--- src/rtl/handshake_constant_check.sv ---
// Consumer for a channel that should carry one fixed constant. Each accepted
// token becomes a 1-bit match flag in a 2-entry elastic buffer, and the block
// keeps token and mismatch statistics.
module handshake_constant_check #(
   parameter int                    DATA_WIDTH = 32,
   parameter logic [DATA_WIDTH-1:0] EXPECTED   = DATA_WIDTH'(17'h1EBE5),
   parameter int                    CNT_WIDTH  = 16
) (
   input  logic                  clk,
   input  logic                  rst,
   input  logic [DATA_WIDTH-1:0] ins,
   input  logic                  ins_valid,
   output logic                  ins_ready,
   output logic                  outs,
   output logic                  outs_valid,
   input  logic                  outs_ready,
   output logic [CNT_WIDTH-1:0]  tok_count,
   output logic [CNT_WIDTH-1:0]  bad_count,
   output logic                  mismatch,
   output logic [DATA_WIDTH-1:0] first_bad
);

   typedef enum logic [1:0] {
      OccEmpty = 2'd0,
      OccOne   = 2'd1,
      OccTwo   = 2'd2
   } occ_t;

   localparam logic [CNT_WIDTH-1:0] CntOne = CNT_WIDTH'(1);
   localparam logic [CNT_WIDTH-1:0] CntMax = '1;

   occ_t                  occ_q, occ_d;
   logic                  slot0_q, slot0_d;
   logic                  slot1_q, slot1_d;
   logic [CNT_WIDTH-1:0]  tokCount_q, tokCount_d;
   logic [CNT_WIDTH-1:0]  badCount_q, badCount_d;
   logic                  mismatch_q, mismatch_d;
   logic [DATA_WIDTH-1:0] firstBad_q, firstBad_d;

   logic push;
   logic pop;
   logic match;

   // Ready comes only from registered occupancy, so no combinational ready path exists.
   assign ins_ready  = (occ_q != OccTwo);
   assign outs_valid = (occ_q != OccEmpty);
   assign outs       = outs_valid & slot0_q;

   assign push  = ins_valid & ins_ready;
   assign pop   = outs_valid & outs_ready;
   assign match = (ins == EXPECTED);

   always_ff @(posedge clk) begin
      if (rst) begin
         occ_q      <= OccEmpty;
         slot0_q    <= 1'b0;
         slot1_q    <= 1'b0;
         tokCount_q <= '0;
         badCount_q <= '0;
         mismatch_q <= 1'b0;
         firstBad_q <= '0;
      end else begin
         occ_q      <= occ_d;
         slot0_q    <= slot0_d;
         slot1_q    <= slot1_d;
         tokCount_q <= tokCount_d;
         badCount_q <= badCount_d;
         mismatch_q <= mismatch_d;
         firstBad_q <= firstBad_d;
      end
   end

   // slot0 is always the head; emptied slots are cleared so stale flags never linger.
   always_comb begin
      occ_d   = occ_q;
      slot0_d = slot0_q;
      slot1_d = slot1_q;
      case (occ_q)
         OccEmpty: begin
            if (push) begin
               occ_d   = OccOne;
               slot0_d = match;
            end
         end
         OccOne: begin
            if (push && pop) begin
               slot0_d = match;
            end else if (push) begin
               occ_d   = OccTwo;
               slot1_d = match;
            end else if (pop) begin
               occ_d   = OccEmpty;
               slot0_d = 1'b0;
            end
         end
         OccTwo: begin
            if (pop) begin
               occ_d   = OccOne;
               slot0_d = slot1_q;
               slot1_d = 1'b0;
            end
         end
         default: begin
            occ_d   = OccEmpty;
            slot0_d = 1'b0;
            slot1_d = 1'b0;
         end
      endcase
   end

   always_comb begin
      tokCount_d = tokCount_q;
      badCount_d = badCount_q;
      mismatch_d = mismatch_q;
      firstBad_d = firstBad_q;
      if (push) begin
         if (tokCount_q != CntMax) begin
            tokCount_d = tokCount_q + CntOne;
         end
         if (!match) begin
            if (badCount_q != CntMax) begin
               badCount_d = badCount_q + CntOne;
            end
            // Only the first offending value is kept for debug.
            if (!mismatch_q) begin
               firstBad_d = ins;
               mismatch_d = 1'b1;
            end
         end
      end
   end

   assign tok_count = tokCount_q;
   assign bad_count = badCount_q;
   assign mismatch  = mismatch_q;
   assign first_bad = firstBad_q;

endmodule

--- config.mk ---
export PLATFORM = sky130hd
export DESIGN_NAME = handshake_constant_check
export DESIGN_NICKNAME = d
export VERILOG_FILES = /design/src/rtl/handshake_constant_check.sv
export SDC_FILE = /design/constraint.sdc
export NUM_CORES = 1
export LEC_CHECK = 0
export CAP_MARGIN = 20
export CORE_ASPECT_RATIO = 0.8
export CORE_UTILIZATION = 43
export DETAILED_ROUTE_END_ITERATION = 12
export PLACE_DENSITY = 0.75
export SETUP_SLACK_MARGIN = 0.15
export SLEW_MARGIN = 20
export SYNTH_ARGS = -nofsm -noshare
export SYNTH_HDL_FRONTEND = slang
export SYNTH_SLANG_ARGS = --single-unit
--- constraint.sdc ---
create_clock -name clk -period 1.7 [get_ports clk]
set_input_delay 0.34 -clock clk [delete_from_list [all_inputs] [get_ports clk]]
set_output_delay 0.34 -clock clk [all_outputs]
set_load 0.01 [all_outputs]
### Yosys cells after proc, flatten, opt, wreduce, memory -nomap -nowiden

Cells that the tools add are included.

| storage, ports and cells | value |
|---|---|
| register bits after elaboration | 69 |
| output and inout port bits | 68 |

| cells by class | value |
|---|---|
| add/subtract/negate cells | 2 |
| equality and inequality tests | 13 |
| multiplexer cells | 14 |
| bitwise logic cells | 6 |
| reductions and logical operators | 10 |

Operator list:

| operator | number |
|---|---|
| $add A16 B1 Y16 const B | 2 |
| $eq A32 B17 Y1 const B | 1 |
| $ne A16 B16 Y1 const B | 2 |
| $reduce_and A4 Y1 | 3 |
| $mux W2 | 5 |
| $ne A2 B2 Y1 const B | 5 |
| $ne A3 B3 Y1 const B | 3 |
| $mux W1 | 6 |
| $pmux W1 S3 | 2 |
| $pmux W2 S3 | 1 |
| $reduce_and A3 Y1 | 2 |
| $reduce_and A2 Y1 | 2 |
| $and A1 B1 Y1 | 3 |
| $not A1 Y1 | 3 |
| $eq A2 B1 Y1 const B | 1 |
| $eq A2 B2 Y1 const B | 1 |
| $logic_not A2 Y1 | 1 |
| $reduce_bool A2 Y1 | 1 |
| $logic_and A1 B1 Y1 | 1 |

### Longest topological paths before layout

| logic depth | value |
|---|---|
| depth after elaboration | 6 |
| mapped depth | 8 |
| gate-level depth less buffers | 6 |

### Worst setup path before layout

No wires, ideal clock.

| path | value |
|---|---|
| path type | register to register |
| start | reg badCount_q[0], in the netlist bad_count[0] |
| end | reg badCount_q[5], in the netlist bad_count[5] |
| setup time | 0.121 ns |
| arrival | 1.744 ns |
| data required time | 1.579 ns |
| slack | -0.165 ns |
| stages on the path, launching flop included | 8 |
| path buffers | 1 |
| clock period less this slack | 1.865 ns |
| cells stage by stage | dfxtp_1 ha_1 nand4_1 or4_4 nand3_4 buf_12 nor4_2 mux2_4 |

| between the ends | value |
|---|---|
| cells in the longest elaborated chain, start to end | 2 |
| elaborated cells on any way between the ends | 3 |

Ends and longest elaborated chain:

| item | line | source |
|---|---|---|
| start: declaration | 36 | `logic [CNT_WIDTH-1:0] badCount_q, badCount_d;` |
| start signal: assignment | 67 | `badCount_q <= badCount_d;` |
| branches (longest 2 deep; another with $add A16 B1 Y16) | n/a |  |

Several ways; the timed one is not identified.
A chain may end at the register's enable or synchronous reset.

### Worst setup path after layout

| path | value |
|---|---|
| start | reg badCount_q[9], in the netlist bad_count[9] |
| end | reg badCount_q[14], in the netlist bad_count[14] |

The elaborated chain is that of the path after synthesis.

==> results by group <==
Final layout
  • FF/Latch Area: 1420 um^2
  • Final Cell Area: 5810 um^2
  • Multi-input gate area: 2310 um^2
  • Share of cells above drive strength 1: 38.4%
  • Synth-to-Final Area Change: 66.2%
  • Most frequent cells in the layout: dlygate4sd2_1 (74), buf_4 (72), nand2b_1 (65)
  • Fillers: 634
  • Commonest non-fill, non-tap cell in the layout: dlygate4sd2_1
  • Layout Nets: 601
  • Final Instance Count excl. Fillers: 676
  • Diodes inserted: 0
  • Core Util, Final: 73.4%

Timing
  • TNS Setup: -0.0622 ns
  • Setup Skew: 0.00789 ns
  • Worst setup margin: -0.0385 ns
  • Worst-margin pin slew: 0.397 ns
  • # setup viols final: 4
  • Max-slew violations: 0
  • Period utilization: 102%
  • Max-slew headroom: 73.5%
  • Max Fclk: 575 MHz
  • RSZ-0062 raised after global routing: true
  • Fin crit period: 1.74 ns
  • Final hold vios: 0
  • Hold slack: 0.255 ns

Power and ir drop
  • Pleak: 2.51 nW
  • Peak VDD IR: 0.000436 V
  • Power per cell area: 674 nW/um^2
  • Power Total: 3.91 mW

Global routing
  • Vias in the first global route: 3227
  • Global-route wire length before repair: 15.6 mm
  • Gr ovfl total: 0
  • Initial antenna violation count: 0
  • GRT Resource Usage Total: 23.9%
  • Largest net degree at the start of global routing: 75

Critical path
  • CP required: 1.97 ns
  • R2r worst-path depth: 6
  • WP data arrival: 2.01 ns
  • Crit Path Max Fanout: 3
  • R2r setup slk: -0.04 ns
  • Startpoint Class: flip-flop
  • CP max stage delay: 0.44 ns
  • Crit. End Element: flip-flop
  • Reg-to-reg endpoint: bad_count[14]$_SDFFE_PP0P_
  • Worst r2r src: bad_count[9]$_SDFFE_PP0P_
  • Worst path cell trace: nand4_1, buf_4, nor2_2, nand3_1, or4_1, a21oi_1
  • Crit path kind: reg -> reg
  • Critical Path Slowest Stage Cell: or4_1

Floorplanning
  • Die X: 103 um
  • Ports: 104
  • Rows: 29
  • Initial Util: 44.2%
  • Die Y: 82.6 um
  • Core area: 7910 um^2
  • Die area: 8490 um^2

Route
  • TritonRoute pass-1 iters: 4
  • Vias: 3487
  • Drt via density: 5.16
  • DR iter-0 viols: 147
  • # DRC: 0
  • Final antenna-violating net count: 0
  • Total Wirelength: 10.8 mm
  • Routed length per placed instance: 16.0 um

Clocking
  • Root buf cell: clkbuf_8
  • Clk_lat worst skew: 0.35 ns
  • Hold buffer count at cts: 0
  • CTS clk-pin slew, worst paths: 0.08 ns
  • Total CTS buffers: 9
  • Sink Count: 69
  • CTS tree: yes
  • Clock tree buffer depth: 2
  • H-tree lvl count: 3

Placement
  • HPWL Detailed: 6.46 mm
  • Place WS: -0.612 ns
  • Placed instance count: 631
  • Placed Area: 5110 um^2
  • Buffers on Ports: 103
  • Routability congestion estimate: 0.810

Worst hold path
  • Hold_sp: ins[25]
  • Type of the worst min-delay path: in -> reg
  • Worst Hold Depth: 3
  • Endpoint, Worst Hold: first_bad[25]$_SDFFE_PP0P_

Yosys
  • Number of synthesized flops with an enable pin: 0
  • Ys flop type: dfxtp_1
  • Syn_nets: 420
  • Largest cells by area after synthesis: dfxtp_1 (40%), nand2b_1 (12%), mux2i_1 (10%), nor2_1 (3.4%), xnor2_1 (3.3%)
  • Gate Count Post-Synth: 382
  • Leading area contributor after synthesis: dfxtp_1
  • Cell area after synthesis: 3490 um^2
  • Synth cell types: 48
  • Post-synth ARST share: 0%
  • Sequential share of the synthesized area: 39.5%
  • Synthesized area per cell: 9.14 um^2
  • Yosys reg bits: 69
  • Top-area cell type share of the netlist area: 39.5%
  • Synth Warn #: 0

Run status
  • Outcome: finished, violations left
  • Failing checks: setup timing

Flow run
  • Max_cap viols: 0
[per-layer routing]
metal	up-vias	track usage, %	wire [um]
met4	0	8.59	169
met3	20	5.56	438
met1	1672	30.6	4750
li1	1707	-	-
met5	-	0	0
met2	88	39.5	5430
[what timing repair did]
item	CTS	global route
cloned	3	2
pin swaps	25	22
gates resized for setup	204	58
setup buffers	10	14
setup endpoints to repair	132	69
[how the worst max path moves through the flow]
stage / startpoint / endpoint
2_1_floorplan: ins[1] / bad_count[5]$_SDFFE_PP0P_
3_3_place_gp: ins[21] / bad_count[5]$_SDFFE_PP0P_
3_5_place_dp: ins[21] / first_bad[3]$_SDFFE_PP0P_
4_1_cts: ins[24] / first_bad[14]$_SDFFE_PP0P_
5_1_grt: bad_count[9]$_SDFFE_PP0P_ / bad_count[14]$_SDFFE_PP0P_
6_report: bad_count[9]$_SDFFE_PP0P_ / bad_count[14]$_SDFFE_PP0P_
[final cells by class]
class                           count  share of cell area, %
Clock buffer                       13                   3.30
Clock inverter                      3                  0.797
Inverter                            6                  0.388
Multi-Input combinational cell    284                   39.8
Sequential cell                    69                   24.5
Tap cell                          108                   2.33
Timing Repair Buffer              193                   28.9
[Yosys cell counts, drive strengths merged (2+ instances only)]
master  count
a211oi      6
a21oi      19
and2        2
and3        4
and4        2
buf        12
clkbuf     13
dfxtp      69
ha          2
inv         6
mux2        4
mux2i      35
nand2      15
nand2b     66
nand3      11
nand4      10
nor2       32
nor2b       6
nor3        6
nor4       12
o21ai       3
o31ai      10
or2         2
or3         2
or4        11
xnor2      13
[kinds of logic after synthesis]
family / count (synthesis) / share of synthesized area [%]
AND/OR/NAND/NOR: 186 / 32.3
flip-flops: 69 / 39.5
AO/OA/AOI/OAI: 42 / 7.56
multiplexers: 39 / 11.7
buffers and inverters: 31 / 4.91
XOR/XNOR: 13 / 3.26
adder cells (fa/ha/maj): 2 / 0.716
[power by group]
group	switching, mW	internal, mW
clock	0.655	0.902
sequential	0.0423	1.68
combinational	0.290	0.347
[registers in the layout, indices dropped and copies added, names as in the netlist]
| name | flops |
|---|---|
| slot1_q | 1 |
| first_bad | 32 |
| slot0_q | 1 |
| tok_count | 16 |
| bad_count | 16 |
| occ_q | 2 |
| mismatch | 1 |
[worst max-delay path: cells and delay by family (launching register included)]
family                 cells  cell delay, ns
AO/OA/AOI/OAI              1            0.18
buffers and inverters      1            0.18
flip-flops                 1            0.33
AND/OR/NAND/NOR            4            0.97
(Power assumes the default switching activity.)
